===== config.mk =====
export PLATFORM = sky130hd
export DESIGN_NAME = expmod_scheduler
export DESIGN_NICKNAME = d
export VERILOG_FILES = /design/src/rtl/keychain_pkg.sv /design/src/rtl/expmod_scheduler_rr_pick.sv /design/src/rtl/expmod_scheduler.sv
export SDC_FILE = /design/constraint.sdc
export NUM_CORES = 1
export LEC_CHECK = 0
export CAP_MARGIN = 20
export CORE_MARGIN = 2
export CORE_UTILIZATION = 35
export DETAILED_ROUTE_END_ITERATION = 6
export GPL_TIMING_DRIVEN = 1
export MAX_ROUTING_LAYER = met4
export PLACE_DENSITY_LB_ADDON = 0.12
export SETUP_SLACK_MARGIN = 0.15
export SYNTH_ARGS = -nofsm -noshare
export SYNTH_HDL_FRONTEND = slang
export SYNTH_SLANG_ARGS = --single-unit

===== constraint.sdc =====
create_clock -name clk_in -period 4.6 [get_ports clk_in]
set_clock_uncertainty 0.15 [all_clocks]
set_input_delay 0.92 -clock clk_in [delete_from_list [all_inputs] [get_ports clk_in]]
set_output_delay 0.92 -clock clk_in [all_outputs]
set_load 0.02 [all_outputs]

===== src/rtl/keychain_pkg.sv =====
// Shared types and default widths for the modular-exponentiation scheduler.
package keychain_pkg;

    typedef enum logic [1:0] {
        StIdle,
        StIssue,
        StWait,
        StRespond
    } sched_state_t;

    localparam int unsigned DEF_MSG_BYTES = 2;
    localparam int unsigned DEF_KEY_BYTES = 4;
    localparam int unsigned MSG_W = 8 * DEF_MSG_BYTES;
    localparam int unsigned KEY_W = 8 * DEF_KEY_BYTES;

endpackage


===== src/rtl/expmod_scheduler_rr_pick.sv =====
// Combinational round-robin search: first asserted request after last_grant, with wrap.
module rr_pick #(
    parameter int unsigned NUM_REQ = 2,
    parameter int unsigned IDX_W   = $clog2(NUM_REQ)
) (
    input  logic [NUM_REQ-1:0] req,
    input  logic [IDX_W-1:0]   last_grant,
    output logic               found,
    output logic [IDX_W-1:0]   index
);

    logic [IDX_W-1:0] cand;

    always_comb begin
        found = 1'b0;
        index = '0;
        cand  = '0;
        for (int unsigned k = 1; k <= NUM_REQ; k++) begin
            cand = IDX_W'((32'(last_grant) + k) % NUM_REQ);
            if (!found && req[cand]) begin
                found = 1'b1;
                index = cand;
            end
        end
    end

endmodule


===== src/rtl/expmod_scheduler.sv =====
// Shares one exponent/modulus engine among NUM_REQ requesters with round-robin
// arbitration, a valid/ready response path and a watchdog on the engine.
module expmod_scheduler
    import keychain_pkg::*;
#(
    parameter int unsigned NUM_REQ        = 2,
    parameter int unsigned KEY_BYTES      = KEY_W / 8,
    parameter int unsigned MSG_BYTES      = MSG_W / 8,
    parameter int unsigned TIMEOUT_CYCLES = 4096
) (
    input  logic                           clk_in,
    input  logic                           rst_in,
    input  logic [NUM_REQ-1:0]             req_valid_in,
    input  logic [NUM_REQ*8*MSG_BYTES-1:0] req_message_in,
    input  logic [NUM_REQ*8*KEY_BYTES-1:0] req_exponent_in,
    input  logic [NUM_REQ*8*KEY_BYTES-1:0] req_modulus_in,
    output logic [NUM_REQ-1:0]             req_ack_out,
    output logic [NUM_REQ-1:0]             resp_valid_out,
    input  logic [NUM_REQ-1:0]             resp_ready_in,
    output logic [8*KEY_BYTES-1:0]         resp_data_out,
    output logic                           resp_error_out,
    output logic                           eng_start_out,
    input  logic                           eng_busy_in,
    input  logic                           eng_valid_in,
    output logic [8*MSG_BYTES-1:0]         eng_message_out,
    output logic [8*KEY_BYTES-1:0]         eng_exponent_out,
    output logic [8*KEY_BYTES-1:0]         eng_modulus_out,
    input  logic [8*KEY_BYTES-1:0]         eng_result_in,
    output logic                           busy_out,
    output logic [$clog2(NUM_REQ)-1:0]     grant_out
);

    localparam int unsigned IW  = $clog2(NUM_REQ);
    localparam int unsigned KW  = 8 * KEY_BYTES;
    localparam int unsigned MW  = 8 * MSG_BYTES;
    localparam int unsigned WDW = $clog2(TIMEOUT_CYCLES);

    sched_state_t     state_q, state_d;
    logic [IW-1:0]    last_q, last_d, grant_q, grant_d;
    logic [NUM_REQ-1:0] ack_q, ack_d, rvalid_q, rvalid_d;
    logic             err_q, err_d, start_q, start_d, busy_q, busy_d;
    logic [KW-1:0]    data_q, data_d, exp_q, exp_d, mod_q, mod_d;
    logic [MW-1:0]    msg_q, msg_d;
    logic [WDW-1:0]   wd_q, wd_d;
    logic             pick_found;
    logic [IW-1:0]    pick_idx;

    rr_pick #(
        .NUM_REQ (NUM_REQ),
        .IDX_W   (IW)
    ) u_rr_pick (
        .req        (req_valid_in),
        .last_grant (last_q),
        .found      (pick_found),
        .index      (pick_idx)
    );

    always_comb begin
        state_d  = state_q;
        last_d   = last_q;
        grant_d  = grant_q;
        ack_d    = '0;
        rvalid_d = rvalid_q;
        err_d    = err_q;
        start_d  = 1'b0;
        data_d   = data_q;
        exp_d    = exp_q;
        mod_d    = mod_q;
        msg_d    = msg_q;
        wd_d     = wd_q;
        unique case (state_q)
            StIdle: begin
                // An engine still busy after an abort must drain before reuse.
                if (pick_found && !eng_busy_in) begin
                    grant_d         = pick_idx;
                    ack_d[pick_idx] = 1'b1;
                    msg_d           = req_message_in[32'(pick_idx) * MW +: MW];
                    exp_d           = req_exponent_in[32'(pick_idx) * KW +: KW];
                    mod_d           = req_modulus_in[32'(pick_idx) * KW +: KW];
                    state_d         = StIssue;
                end
            end
            StIssue: begin
                start_d = 1'b1;
                wd_d    = '0;
                state_d = StWait;
            end
            StWait: begin
                if (eng_valid_in) begin
                    data_d            = eng_result_in;
                    err_d             = 1'b0;
                    rvalid_d          = '0;
                    rvalid_d[grant_q] = 1'b1;
                    state_d           = StRespond;
                end else if (wd_q == WDW'(TIMEOUT_CYCLES - 1)) begin
                    data_d            = '0;
                    err_d             = 1'b1;
                    rvalid_d          = '0;
                    rvalid_d[grant_q] = 1'b1;
                    state_d           = StRespond;
                end else begin
                    wd_d = wd_q + 1'b1;
                end
            end
            StRespond: begin
                if (resp_ready_in[grant_q]) begin
                    rvalid_d = '0;
                    err_d    = 1'b0;
                    last_d   = grant_q;
                    state_d  = StIdle;
                end
            end
            default: state_d = StIdle;
        endcase
        busy_d = (state_d != StIdle);
    end

    always_ff @(posedge clk_in or posedge rst_in) begin
        if (rst_in) begin
            state_q  <= StIdle;
            last_q   <= IW'(NUM_REQ - 1);
            grant_q  <= '0;
            ack_q    <= '0;
            rvalid_q <= '0;
            err_q    <= 1'b0;
            start_q  <= 1'b0;
            busy_q   <= 1'b0;
            data_q   <= '0;
            exp_q    <= '0;
            mod_q    <= '0;
            msg_q    <= '0;
            wd_q     <= '0;
        end else begin
            state_q  <= state_d;
            last_q   <= last_d;
            grant_q  <= grant_d;
            ack_q    <= ack_d;
            rvalid_q <= rvalid_d;
            err_q    <= err_d;
            start_q  <= start_d;
            busy_q   <= busy_d;
            data_q   <= data_d;
            exp_q    <= exp_d;
            mod_q    <= mod_d;
            msg_q    <= msg_d;
            wd_q     <= wd_d;
        end
    end

    assign req_ack_out      = ack_q;
    assign resp_valid_out   = rvalid_q;
    assign resp_data_out    = data_q;
    assign resp_error_out   = err_q;
    assign eng_start_out    = start_q;
    assign eng_message_out  = msg_q;
    assign eng_exponent_out = exp_q;
    assign eng_modulus_out  = mod_q;
    assign busy_out         = busy_q;
    assign grant_out        = grant_q;

endmodule


Yosys cells after proc, flatten, opt, wreduce, memory -nomap -nowiden --
Cells that the tools add are included.
Operators by class: eq/ne operators 8, shift operators 3, mux-type cells 35, magnitude comparators 6, reduce and logical (&&, ||, !) cells 16, $add $sub $neg 3
Operators with widths (count):
- $shiftx 64x7->32 | 2
- $mux 32 | 2
- $shiftx 32x6->16 | 1
- $mux 12 | 2
- $pmux 12 s2 | 1
- $mux 2 | 9
- $mux 1 | 16
- $add 12x1->12 const B | 1
- $eq 12x12->1 const B | 1
- $lt 1x2->1 const B | 4
- $pmux 2 s4 | 1
- $reduce_bool 2->1 | 4
- $ne 2x2->1 const B | 3
- $reduce_and 2->1 | 3
- $reduce_and 3->1 | 2
- $eq 2x2->1 const B | 2
- $logic_and 1x1->1 | 4
- $pmux 2 s2 | 1
- $ne 3x3->1 const B | 1
- $add 1x1->1 const B | 2
- $demux 1 s1 | 2
- $eq 2x1->1 const B | 1
- $ge 1x1->1 const B | 2
- $logic_not 1->1 | 2
- 2 further kinds | 2
Word-level totals: word-level logic and storage cells 84, bits in registers 135, output and inout bits 120, input bits 200

Longest topological paths before layout --
Gate-level depths: netlist of run 1.
depth in word-level cells 13, mapped depth 7, gate-level depth less buffers 5

By module --
From an unflattened synthesis of run 1, not the netlist that was laid out.
Second synthesis, totals: cell total of the unflattened synthesis 601, area, all modules 6114.6 um^2
Modules (own cells, without submodules):
- expmod_scheduler | seq. area each 3379.5 um^2, instances 1, area an instance 6100.9 um^2, cells an instance 599
- rr_pick | seq. area each 0.0 um^2, instances 1, area an instance 13.8 um^2, cells an instance 2

Worst setup path after synthesis of run 1 --
Ideal clock, no wire load.
kind in2reg, start point input eng_valid_in, end point register wd_q[10], path buffers 0, data arrival time 1.881 ns, stages 4, setup slack 2.449 ns, setup time 0.120 ns, data required time 4.330 ns, cell sequence nor3b_4 -> nand4_1 -> or4b_1 -> o211a_1
Between the ends: longest elaborated chain between the ends 2
RTL lines:
- start, declared | line expmod_scheduler.sv:24 | input logic eng_valid_in,
- $ne 2x2->1 (no line)
- $reduce_and 3->1 (no line)
- end signal, assigned | line expmod_scheduler.sv:146 | wd_q <= wd_d;
- end, declared | line expmod_scheduler.sv:44 | logic [WDW-1:0] wd_q, wd_d;
Every way passes these cells. A chain may end at the register's enable or synchronous reset.

Worst setup path in the final report of run 1 --
start point input req_valid_in[1], end point register mod_q[24], in the netlist eng_modulus_out[24]
Between the ends: longest elaborated chain between the ends 8, elaborated cells between the ends (all ways) 13, classes of those cells shift: 1; mux: 8; reduce/logical: 4
RTL lines:
- start, declared | line expmod_scheduler.sv:13 | input logic [NUM_REQ-1:0] req_valid_in,
- branches (longest 8 deep; another with $shiftx 64x7->32)
- end signal, assigned | line expmod_scheduler.sv:144 | mod_q <= mod_d;
- end, declared | line expmod_scheduler.sv:42 | logic [KW-1:0] data_q, data_d, exp_q, exp_d, mod_q, mod_d;
Several ways; the timed one is not identified. The select of a mux whose other input is x is not followed.

==> results of run 1 <==
power by group through the flow:
| stage | sequential, mW | clock, mW | combinational (mW) |
|---|---|---|---|
| 2_1_floorplan | 2.59 | 0 | 1.00 |
| 3_3_place_gp | 2.02 | 0 | 2.92 |
| 3_5_place_dp | 2.05 | 0 | 2.98 |
| 4_1_cts | 2.04 | 1.31 | 3.00 |
| 5_1_grt | 2.10 | 1.36 | 3.18 |
| 6_report | 2.03 | 1.28 | 2.99 |
synth_stat cells (2+ instances only):
cell type	number	area, µm²
and2_1	2	12.5
buf_2	26	130
dfrtp_1	134	3350
a21o_1	81	608
a21oi_1	3	15.0
nor4_1	2	12.5
o21ai_1	2	10.0
and4_1	2	17.5
mux2i_1	6	60.1
clkbuf_2	3	15.0
o21ai_0	35	175
nand2_1	81	304
inv_1	5	18.8
a22o_1	80	701
nor2b_1	2	12.5
nand3_1	4	20.0
nand4_1	9	56.3
clkbuf_1	7	26.3
nand3b_1	2	15.0
nor2_1	5	18.8
stage by stage:
step	hold slack, ns	util	total power, mW
after floorplan	0.310	-	3.59
after global placement	0.337	0.561	4.95
after detailed placement	0.357	0.561	5.04
after CTS	0.364	0.594	6.35
after global routing	0.380	0.597	6.64
final	0.364	0.597	6.30
area by class of cell:
cell class / instances / share of cell area
flip-flops and latches: 135 / 0.345
repair buffers: 329 / 0.338
multi-input cells: 338 / 0.230
clock buffers: 25 / 0.0516
well taps: 220 / 0.0281
clock inverters: 3 / 0.00434
inverters: 5 / 0.00230
diodes: 1 / 0.000255
cells by family (layout without fill, tap and decap cells):
kind of cell,count (synthesis),after routing,share of synthesized area
compound gates,215,215,0.279
flops,135,135,0.580
simple gates,116,116,0.0923
buf+inv,44,362,0.0365
mux,6,6,0.0103
fa+ha+maj,1,1,0.00215
other cells,0,1,0
state kept, by name, indices dropped and copies added, names as in the netlist:
signal            cells
wd_q                 12
grant_out             1
last_q                1
eng_exponent_out     32
eng_message_out      16
resp_error_out        1
eng_modulus_out      32
resp_data_out        32
req_ack_out           2
busy_out              1
resp_valid_out        2
eng_start_out         1
state_q               2
cell usage in the layout, fill, tap and decap left out, drive strengths merged, types with 2 or more instances in the layout:
master and instances:
nand2 81, and2 2, inv 4, a21o 81, nand3 4, nor2b 2
nor2 5, and4 2, nor4 2, buf 10, o21ai 37, clkbuf 25
nand4 9, nor3 2, mux2i 6, dfrtp 134, clkdlybuf4s50 319, nor3b 2
a21oi 4, clkinvlp 2, a22o 80, nand3b 2
worst max path at each step:
stage | start | endpoint | slack, ns | cells after the start
2_1_floorplan | rst_in | busy_out$_DFF_PP0_ | 1.85 | 1
3_3_place_gp | eng_busy_in | eng_modulus_out[24]$_DFFE_PP0P_ | 1.55 | 6
3_5_place_dp | req_valid_in[1] | eng_modulus_out[13]$_DFFE_PP0P_ | 1.51 | 5
4_1_cts | req_valid_in[1] | eng_modulus_out[24]$_DFFE_PP0P_ | 1.96 | 5
5_1_grt | eng_busy_in | eng_exponent_out[20]$_DFFE_PP0P_ | 1.81 | 6
6_report | req_valid_in[1] | eng_modulus_out[24]$_DFFE_PP0P_ | 1.87 | 5
per-layer routing:
metal / GRT usage / share of wire / up-vias
met3: 0.0571 / 0.064 / 37
met5: - / 0 / -
li1: - / - / 2499
met2: 0.377 / 0.51 / 237
met1: 0.269 / 0.40 / 2697
met4: 0.101 / 0.028 / 0
worst max-delay path, delay by kind of cell:
kind / cells / cell delay (ns)
AOI/OAI and AO/OA: 3 / 0.64
buffers and inverters: 2 / 1.27
==> metrics.md, run 1 <==
| Metric | Value |
|---|---|
| Outcome | completed |
| Clock power frac | 0.203 |
| Crit path max fanout | 81 |
| Vias in the first global route | about 5500 |
| Syn_area_per_cell | between 10 and 15 µm² |
| Leakage power | around 4.6 nW |
| Clk_lat worst skew | just over 0.4 ns |
| WL/cell | about 19 µm |
| Worst slew pin tran | 0.970 ns |
| Total grt overflow | 0 |
| RSZ-0062 raised after global routing | false |
| CP Class | in -> reg |
| Fmax | 367 MHz |
| Ys flop type | dfrtp_1 |
| CP required | approximately 4.8 ns |
| Port bufs | between 300 and 400 |
| DP Area | ~9200 µm² |
| Switching power total | ~2.2 mW |
| Maximum clock path buffer count | 2 |
| DRC | 0 |
| Non-filler cells, final | 1056 |
| Initial DRC count | 238 |
| First-pass GRT wire length | 30600 µm |
| Post-Route WL | around 20000 µm |
| Gpl congestion | about 0.84 |
| TritonCTS clock tree | yes |
| Place WS | roughly 1.5 ns |
| Antenna violations before repair | 1 |
| EDFF count, synth | 0 |
| Crit path cell chain | clkdlybuf4s50_1, o21ai_4, buf_4, a22o_1, a21o_1 |
| Crit path DAT | roughly 2.9 ns |
| Final TNS setup | 0 ns |
| Post-CTS setup buffer count | 0 |
| Hold Fails Final Rpt | 0 |
| Rows | 47 |
| Die X | ~130 µm |
| Final instance area | 9800 µm² |
| Fin crit period | approximately 2.7 ns |
| HP Class | reg -> reg |
| Initial Util | 0.355 |
| Die area | between 15000 and 20000 µm² |
| Max-Cap Viols | 0 |
| Syn nets | 718 |
| Flop-to-flop setup slack | 2.23 ns |
| Dpl cells | between 1000 and 1500 |
| CTS sink cnt | around 140 |
| Max-slew violations | 0 |
| CP max stage cell | buf_4 |
| Worst R2R End | eng_exponent_out[13]$_DFFE_PP0P_ |
| Switch share | 0.352 |
| Sequential cell area | 3380 µm² |
| Gate power share | 0.474 |
| Period utilisation layout | 0.593 |
| Largest net degree at the start of global routing | between 80 and 90 |
| Post-DP HPWL | between 10000 and 15000 µm |
| Post-synthesis sequential area ratio | 0.580 |
| Core Area | 16400 µm² |
| Post-synthesis cell count | about 520 |
| Ports | 320 |
| Highest ir drop seen on vdd | 393 µV |
| Root Buffer | clkbuf_16 |
| Vias | roughly 5500 |
| Antenna Nets Post-Route | 0 |
| H-tree depth | 4 |
| Slew HR | 0.354 |
| Final setup viols | 0 |
| Hold path endpoint | wd_q[5]$_DFFE_PP0P_ |
| Final #Nets | ~1000 |
| Seq pwr share | 0.323 |
| Post-synth ARST share | 1.00 |
| Pint | 4.08 mW |
| GRT Util Overall | 0.230 |
| Synthesized area | approximately 5800 µm² |
| Worst hold start | wd_q[5]$_DFFE_PP0P_ |
| Die height | around 130 µm |
| DRT Pass-1 Iters | 4 |
| Clock slew at reported path FFs | ~0.05 ns |
| Yosys warns | 0 |
| #FFs+latches synth | ~140 |
| Share of layout cells above drive strength 1 | 0.0527 |
| Hold path cells | 1 |
| Endpoint class of the critical path | register |
| Reg2Reg Depth | 5 |
| Post-CTS resize count | 0 |
| Fin worst setup slack | 1.87 ns |
| Delay of the slowest cell on the worst path | approximately 0.74 ns |
| Post-CTS Hold Buffers | 0 |
| Multi-input logic area | approximately 2300 µm² |
| CTS Buf Count | 17 |
| Vias per cell | 5.18 |
| R2R Path Start | state_q[0]$_DFF_PP0_ |
| Pwr dens | about 640 nW/µm² |
| Worst Setup Start Kind | primary input |
| Unique cell type count in the Yosys netlist | 46 |
| # fillers | about 1400 |
| Area grow syn2layout | 68.1% |
Note: power is estimated with default switching activity, not from simulation.
==> run 2, diff against run 1 <==
--- a/config.mk
+++ b/config.mk
@@ -7,7 +7,7 @@
 export LEC_CHECK = 0
 export CAP_MARGIN = 20
 export CORE_MARGIN = 2
-export CORE_UTILIZATION = 35
+export CORE_UTILIZATION = 39
 export DETAILED_ROUTE_END_ITERATION = 6
 export GPL_TIMING_DRIVEN = 1
 export MAX_ROUTING_LAYER = met4
==> constraint.sdc (replaced) <==
create_clock -name clk_in -period 2.68 [get_ports clk_in]
set_clock_uncertainty 0.15 [all_clocks]
set_input_delay 0.536 -clock clk_in [delete_from_list [all_inputs] [get_ports clk_in]]
set_output_delay 0.536 -clock clk_in [all_outputs]
set_load 0.02 [all_outputs]
==> run 2 against run 1 <==
Final area up 0.84%. Critical endpoint is now grant_out. Sequential power up 71%. Sequential share of layout area down 0.29 points. Critical path type is now reg -> out. Largest power group unchanged.
==> metrics.md, run 2 (same netlist as run 1, synthesis figures left out) <==
| Metric | Value |
|---|---|
| Clock power frac | 0.221 |
| Gate power share | 0.465 |
| WL/cell | 19.5 µm |
| Largest net degree at the start of global routing | 64 |
| R2R Path Start | wd_q[0]$_DFFE_PP0P_ |
| Antenna Nets Post-Route | 0 |
| Antenna violations before repair | 0 |
| Worst R2R End | resp_valid_out[0]$_DFFE_PP0P_ |
| Maximum clock path buffer count | 2 |
| Rows | 44 |
| Endpoint class of the critical path | output pin |
| Core Area | ~15000 µm² |
| Post-CTS Hold Buffers | 0 |
| Die height | 126 µm |
| Delay of the slowest cell on the worst path | between 0.6 and 0.7 ns |
| Gpl congestion | between 0.8 and 0.9 |
| TritonCTS clock tree | yes |
| Highest ir drop seen on vdd | between 500 and 600 µV |
| Final instance area | between 9000 and 10000 µm² |
| Clk_lat worst skew | roughly 0.41 ns |
| H-tree depth | 4 |
| CP Class | reg -> out |
| Flop-to-flop setup slack | 0.65 ns |
| Hold Fails Final Rpt | 0 |
| Fin crit period | approximately 2.2 ns |
| Die area | between 15000 and 20000 µm² |
| Vias in the first global route | ~5900 |
| Crit path cell chain | clkdlybuf4s50_1 |
| Initial DRC count | roughly 330 |
| DP Area | between 9000 and 10000 µm² |
| Most common cell after layout, fill and taps aside | clkdlybuf4s50_1 |
| Total grt overflow | 0 |
| Switching power total | a little under 4 mW |
| RSZ-0062 raised after global routing | false |
| CTS sink cnt | between 100 and 150 |
| DRT Pass-1 Iters | 4 |
| Pint | 7.20 mW |
| Post-DP HPWL | approximately 15000 µm |
| Vias per cell | between 5 and 6 |
| HP Class | in -> async |
| Die X | 126 µm |
| Most frequent cells in the layout | 319 x clkdlybuf4s50_1, 134 x dfrtp_1, 81 x nand2_1, 81 x a21o_1, 80 x a22o_1 |
| Share of layout cells above drive strength 1 | 0.0664 |
| Leakage power | between 4 and 5 nW |
| Post-CTS setup buffer count | 0 |
| DRC | 0 |
| Final TNS setup | 0 ns |
| Final #Nets | roughly 1000 |
| Vias | between 5000 and 6000 |
| CP max stage cell | clkdlybuf4s50_1 |
| Slew HR | 0.596 |
| CTS Buf Count | 17 |
| Worst Setup Start Kind | register |
| Initial Util | 0.400 |
| Post-CTS resize count | 0 |
| Outcome | completed |
| Pwr dens | approximately 1100 nW/µm² |
| Family with the most delay on the worst path | buffers and inverters |
| Final setup viols | 0 |
| Max-slew violations | 0 |
| Crit path DAT | between 1 and 1.5 ns |
| Seq pwr share | 0.314 |
| Period utilisation layout | 0.807 |
| Reg2Reg Depth | 5 |
| CP required | roughly 2 ns |
| Post-Route WL | approximately 20000 µm |
| Worst slew pin tran | approximately 0.60 ns |
| Switch share | 0.351 |
| Root Buffer | clkbuf_16 |
| Crit path max fanout | 5 |
| GRT Util Overall | 0.260 |
| Final core occ | 0.677 |
| Tightest hold margin | 0.322 ns |
| Buffers & Inverters on Critical Path | 1 |
| Max-Cap Viols | 0 |
| Ports | 320 |
| Port bufs | roughly 320 |
| Fmax | between 400 and 500 MHz |
| Clock slew at reported path FFs | roughly 0.060 ns |
| Area grow syn2layout | 69.5% |
| First-pass GRT wire length | 31400 µm |
-- run 2: cell types whose count changed in the layout (fill, tap and decap cells not counted) --
cell	change
buf_12	+3
clkinvlp_4	+2
clkbuf_1	-3
clkinv_4	+1
buf_4	+3
clkinv_2	+5
buf_16	-1
bufinv_16	+3
clkbuf_8	-4
-- run 2: routing by layer --
layer,vias to the layer above,track usage,part of all wire
li1,2519,-,-
met5,-,-,0
met3,42,0.0692,0.061
met4,0,0.112,0.032
met2,251,0.441,0.52
met1,2719,0.290,0.39
-- run 2: area by class of cell --
class	instances	area, µm²
fillers	1144	4710
flip-flops and latches	135	3380
repair buffers	334	3370
multi-input cells	338	2260
clock buffers	18	439
well taps	184	230
clock inverters	14	181
inverters	5	22.5
diodes	1	2.50
-- run 2: metrics by stage --
stage                     std cells  power (mW)  worst slack, ns
after floorplan                 517        6.17            0.316
final                          1029        11.1            0.517
after global routing           1028        11.7            0.457
after detailed placement        996        8.69            0.287
after global placement          996        8.52            0.298
after CTS                      1028        11.2            0.476
-- run 2: worst max-delay path by stage --
stage	startpoint	endpoint	slack, ns	depth (start not counted)
2_1_floorplan	rst_in	busy_out$_DFF_PP0_	0.32	1
3_3_place_gp	eng_valid_in	wd_q[10]$_DFFE_PP0P_	0.30	5
3_5_place_dp	eng_valid_in	wd_q[10]$_DFFE_PP0P_	0.29	5
4_1_cts	grant_out$_DFFE_PP0P_	grant_out	0.48	1
5_1_grt	grant_out$_DFFE_PP0P_	grant_out	0.46	1
6_report	grant_out$_DFFE_PP0P_	grant_out	0.52	1
-- run 2: power by group through the flow --
stage	sequential (mW)	clock, mW	combinational, mW
finish	3.48	2.45	5.16
global route	3.59	2.60	5.50
CTS	3.48	2.51	5.21
detailed placement	3.50	0	5.18
global placement	3.47	0	5.05
floorplan	4.45	0	1.72
==> run 3, diff against run 2 <==
--- a/config.mk
+++ b/config.mk
@@ -7,7 +7,7 @@
 export LEC_CHECK = 0
 export CAP_MARGIN = 20
 export CORE_MARGIN = 2
-export CORE_UTILIZATION = 39
+export CORE_UTILIZATION = 35
 export DETAILED_ROUTE_END_ITERATION = 6
 export GPL_TIMING_DRIVEN = 1
 export MAX_ROUTING_LAYER = met4
==> constraint.sdc (replaced) <==
create_clock -name clk_in -period 1.94 [get_ports clk_in]
set_clock_uncertainty 0.15 [all_clocks]
set_input_delay 0.388 -clock clk_in [delete_from_list [all_inputs] [get_ports clk_in]]
set_output_delay 0.388 -clock clk_in [all_outputs]
set_load 0.02 [all_outputs]
==> run 3 against run 2 <==
Via count grew 3.2%. Wire length grew 7.5%. Die area increased by 11%. Global-route usage shrank 3.0 points. Critical endpoint is now resp_data_out[31]$_DFFE_PP0P_. Largest power group unchanged.
==> metrics.md, run 3 (same netlist as run 1, synthesis figures left out) <==
| Metric | Value |
|---|---|
| TritonCTS clock tree | yes |
| Fmax | 546 MHz |
| Hold Fails Final Rpt | 0 |
| Port bufs | approximately 320 |
| Dpl cells | ~1100 |
| CTS Buf Count | 17 |
| DRT Pass-1 Iters | 4 |
| Slew HR | 0.718 |
| Diodes inserted | 0 |
| Post-DP HPWL | 14700 µm |
| Leakage power | roughly 5.3 nW |
| CTS sink cnt | around 140 |
| RSZ-0062 raised after global routing | true |
| Most frequent cells in the layout | 198 x clkdlybuf4s50_1, 129 x dfrtp_1, 120 x dlygate4sd2_1 |
| Initial DRC count | 293 |
| Ports | 320 |
| Share of layout cells above drive strength 1 | 0.133 |
| Die height | around 130 µm |
| Vias | around 5700 |
| Endpoint class of the critical path | register |
| CP required | 2.07 ns |
| CP Class | reg -> reg |
| Highest ir drop seen on vdd | around 640 µV |
| Antenna Nets Post-Route | 0 |
| Vias per cell | about 5 |
| Pwr dens | 1430 nW/µm² |
| Largest net degree at the start of global routing | 61 |
| GRT Util Overall | 0.230 |
| Delay of the slowest cell on the worst path | 0.39 ns |
| Flop-to-flop setup slack | about 0.11 ns |
| Reg2Reg Depth | 7 |
| DRC | 0 |
| Worst R2R End | resp_data_out[31]$_DFFE_PP0P_ |
| Antenna violations before repair | 0 |
| Worst slew pin tran | roughly 0.42 ns |
| First-pass GRT wire length | 30700 µm |
| Max-slew violations | 0 |
| Most common cell after layout, fill and taps aside | clkdlybuf4s50_1 |
| Place WS | -0.211 ns |
| Clk_lat worst skew | about 0.4 ns |
| Crit path DAT | slightly below 2 ns |
| CP max stage cell | dfrtp_1 |
| Clock slew at reported path FFs | 0.06 ns |
| Initial Util | 0.355 |
| WL/cell | between 15 and 20 µm |
| Gpl congestion | around 0.85 |
| Maximum clock path buffer count | 2 |
| Die X | ~130 µm |
| Final setup viols | 0 |
| Area grow syn2layout | 79.8% |
| Outcome | completed |
| Family with the most delay on the worst path | simple AND/OR/NAND/NOR gates |
| Final #Nets | 1085 |
| Die area | between 15000 and 20000 µm² |
| Root Buffer | clkbuf_16 |
| HP Class | in -> async |
| Fin worst setup slack | around 0.11 ns |
| Total grt overflow | 0 |
| Fin crit period | ~1.8 ns |
| Vias in the first global route | approximately 5700 |
| Crit path max fanout | 8 |
| Post-CTS Hold Buffers | 0 |
| R2R Path Start | wd_q[0]$_DFFE_PP0P_ |
| Post-Route WL | 21500 µm |
| Power, Total | roughly 15 mW |
| Rows | 47 |
| Max-Cap Viols | 0 |
| Worst Setup Start Kind | register |
| Non-filler cells, final | 1117 |
| Buffers & Inverters on Critical Path | 2 |
| Crit path cell chain | ha_4, and2_1, nand4_1, nor3b_4, buf_4, clkbuf_16, o21ai_0 |
| Core Area | roughly 16000 µm² |
| Period utilisation layout | 0.945 |
| H-tree depth | 4 |
==> run 3: changes by cell type in the layout (fill, tap and decap cells not counted), sizes merged, moves of 7 or more <==
cell | previous run | this run
clkdlybuf4s50 | 319 | 198
clkbuf | 18 | 25
dlygate4sd2 | 0 | 120
buf | 15 | 63
==> run 3: how the worst max path moves through the flow <==
stage,from,to,slack [ns],cells past startpoint
6_report,wd_q[0]$_DFFE_PP0P_,resp_data_out[31]$_DFFE_PP0P_,0.11,7
5_1_grt,wd_q[1]$_DFFE_PP0P_,resp_data_out[13]$_DFFE_PP0P_,0.02,7
4_1_cts,state_q[1]$_DFF_PP0_,eng_exponent_out[4]$_DFFE_PP0P_,0.10,6
3_5_place_dp,eng_valid_in,wd_q[9]$_DFFE_PP0P_,-0.21,6
3_3_place_gp,req_valid_in[0],eng_modulus_out[10]$_DFFE_PP0P_,-0.18,6
2_1_floorplan,rst_in,busy_out$_DFF_PP0_,-0.28,1
==> run 3: what timing repair did <==
item                                    CTS  global route
endpoints found under the setup margin  237           120
setup buffers                             1            22
gates cloned                              0             9
gates resized for setup                 129            25
pin swaps                                 2            36
==> run 3: layer usage <==
metal  global-route usage  part of all wire
met2                0.402              0.52
met1                0.254              0.40
met5                    -                 0
met3               0.0575             0.056
met4               0.0842             0.022
==> run 3: area by class of cell <==
type | instances | area (µm²)
fillers | 1302 | 5920
repair buffers | 387 | 3890
flip-flops and latches | 135 | 3390
multi-input cells | 338 | 2310
clock buffers | 20 | 447
well taps | 220 | 275
clock inverters | 12 | 151
inverters | 5 | 22.5
==> run 3: through the flow <==
stage,setup TNS (ns),utilization,instance area (µm²),hold WS [ns]
floorplan,-37.03,-,5840,0.310
global placement,-13.82,0.584,9580,0.335
detailed placement,-15.61,0.584,9580,0.355
CTS,0,0.613,10100,0.0733
global route,0,0.639,10500,0.0644
finish,0,0.639,10500,0.0878
==> run 3: where the power goes <==
part | internal (mW) | leakage [nW] | switching [mW]
registers | 4.06 | 1.68 | 0.681
clock network | 2.05 | 0.290 | 1.23
logic | 3.38 | 3.30 | 3.58
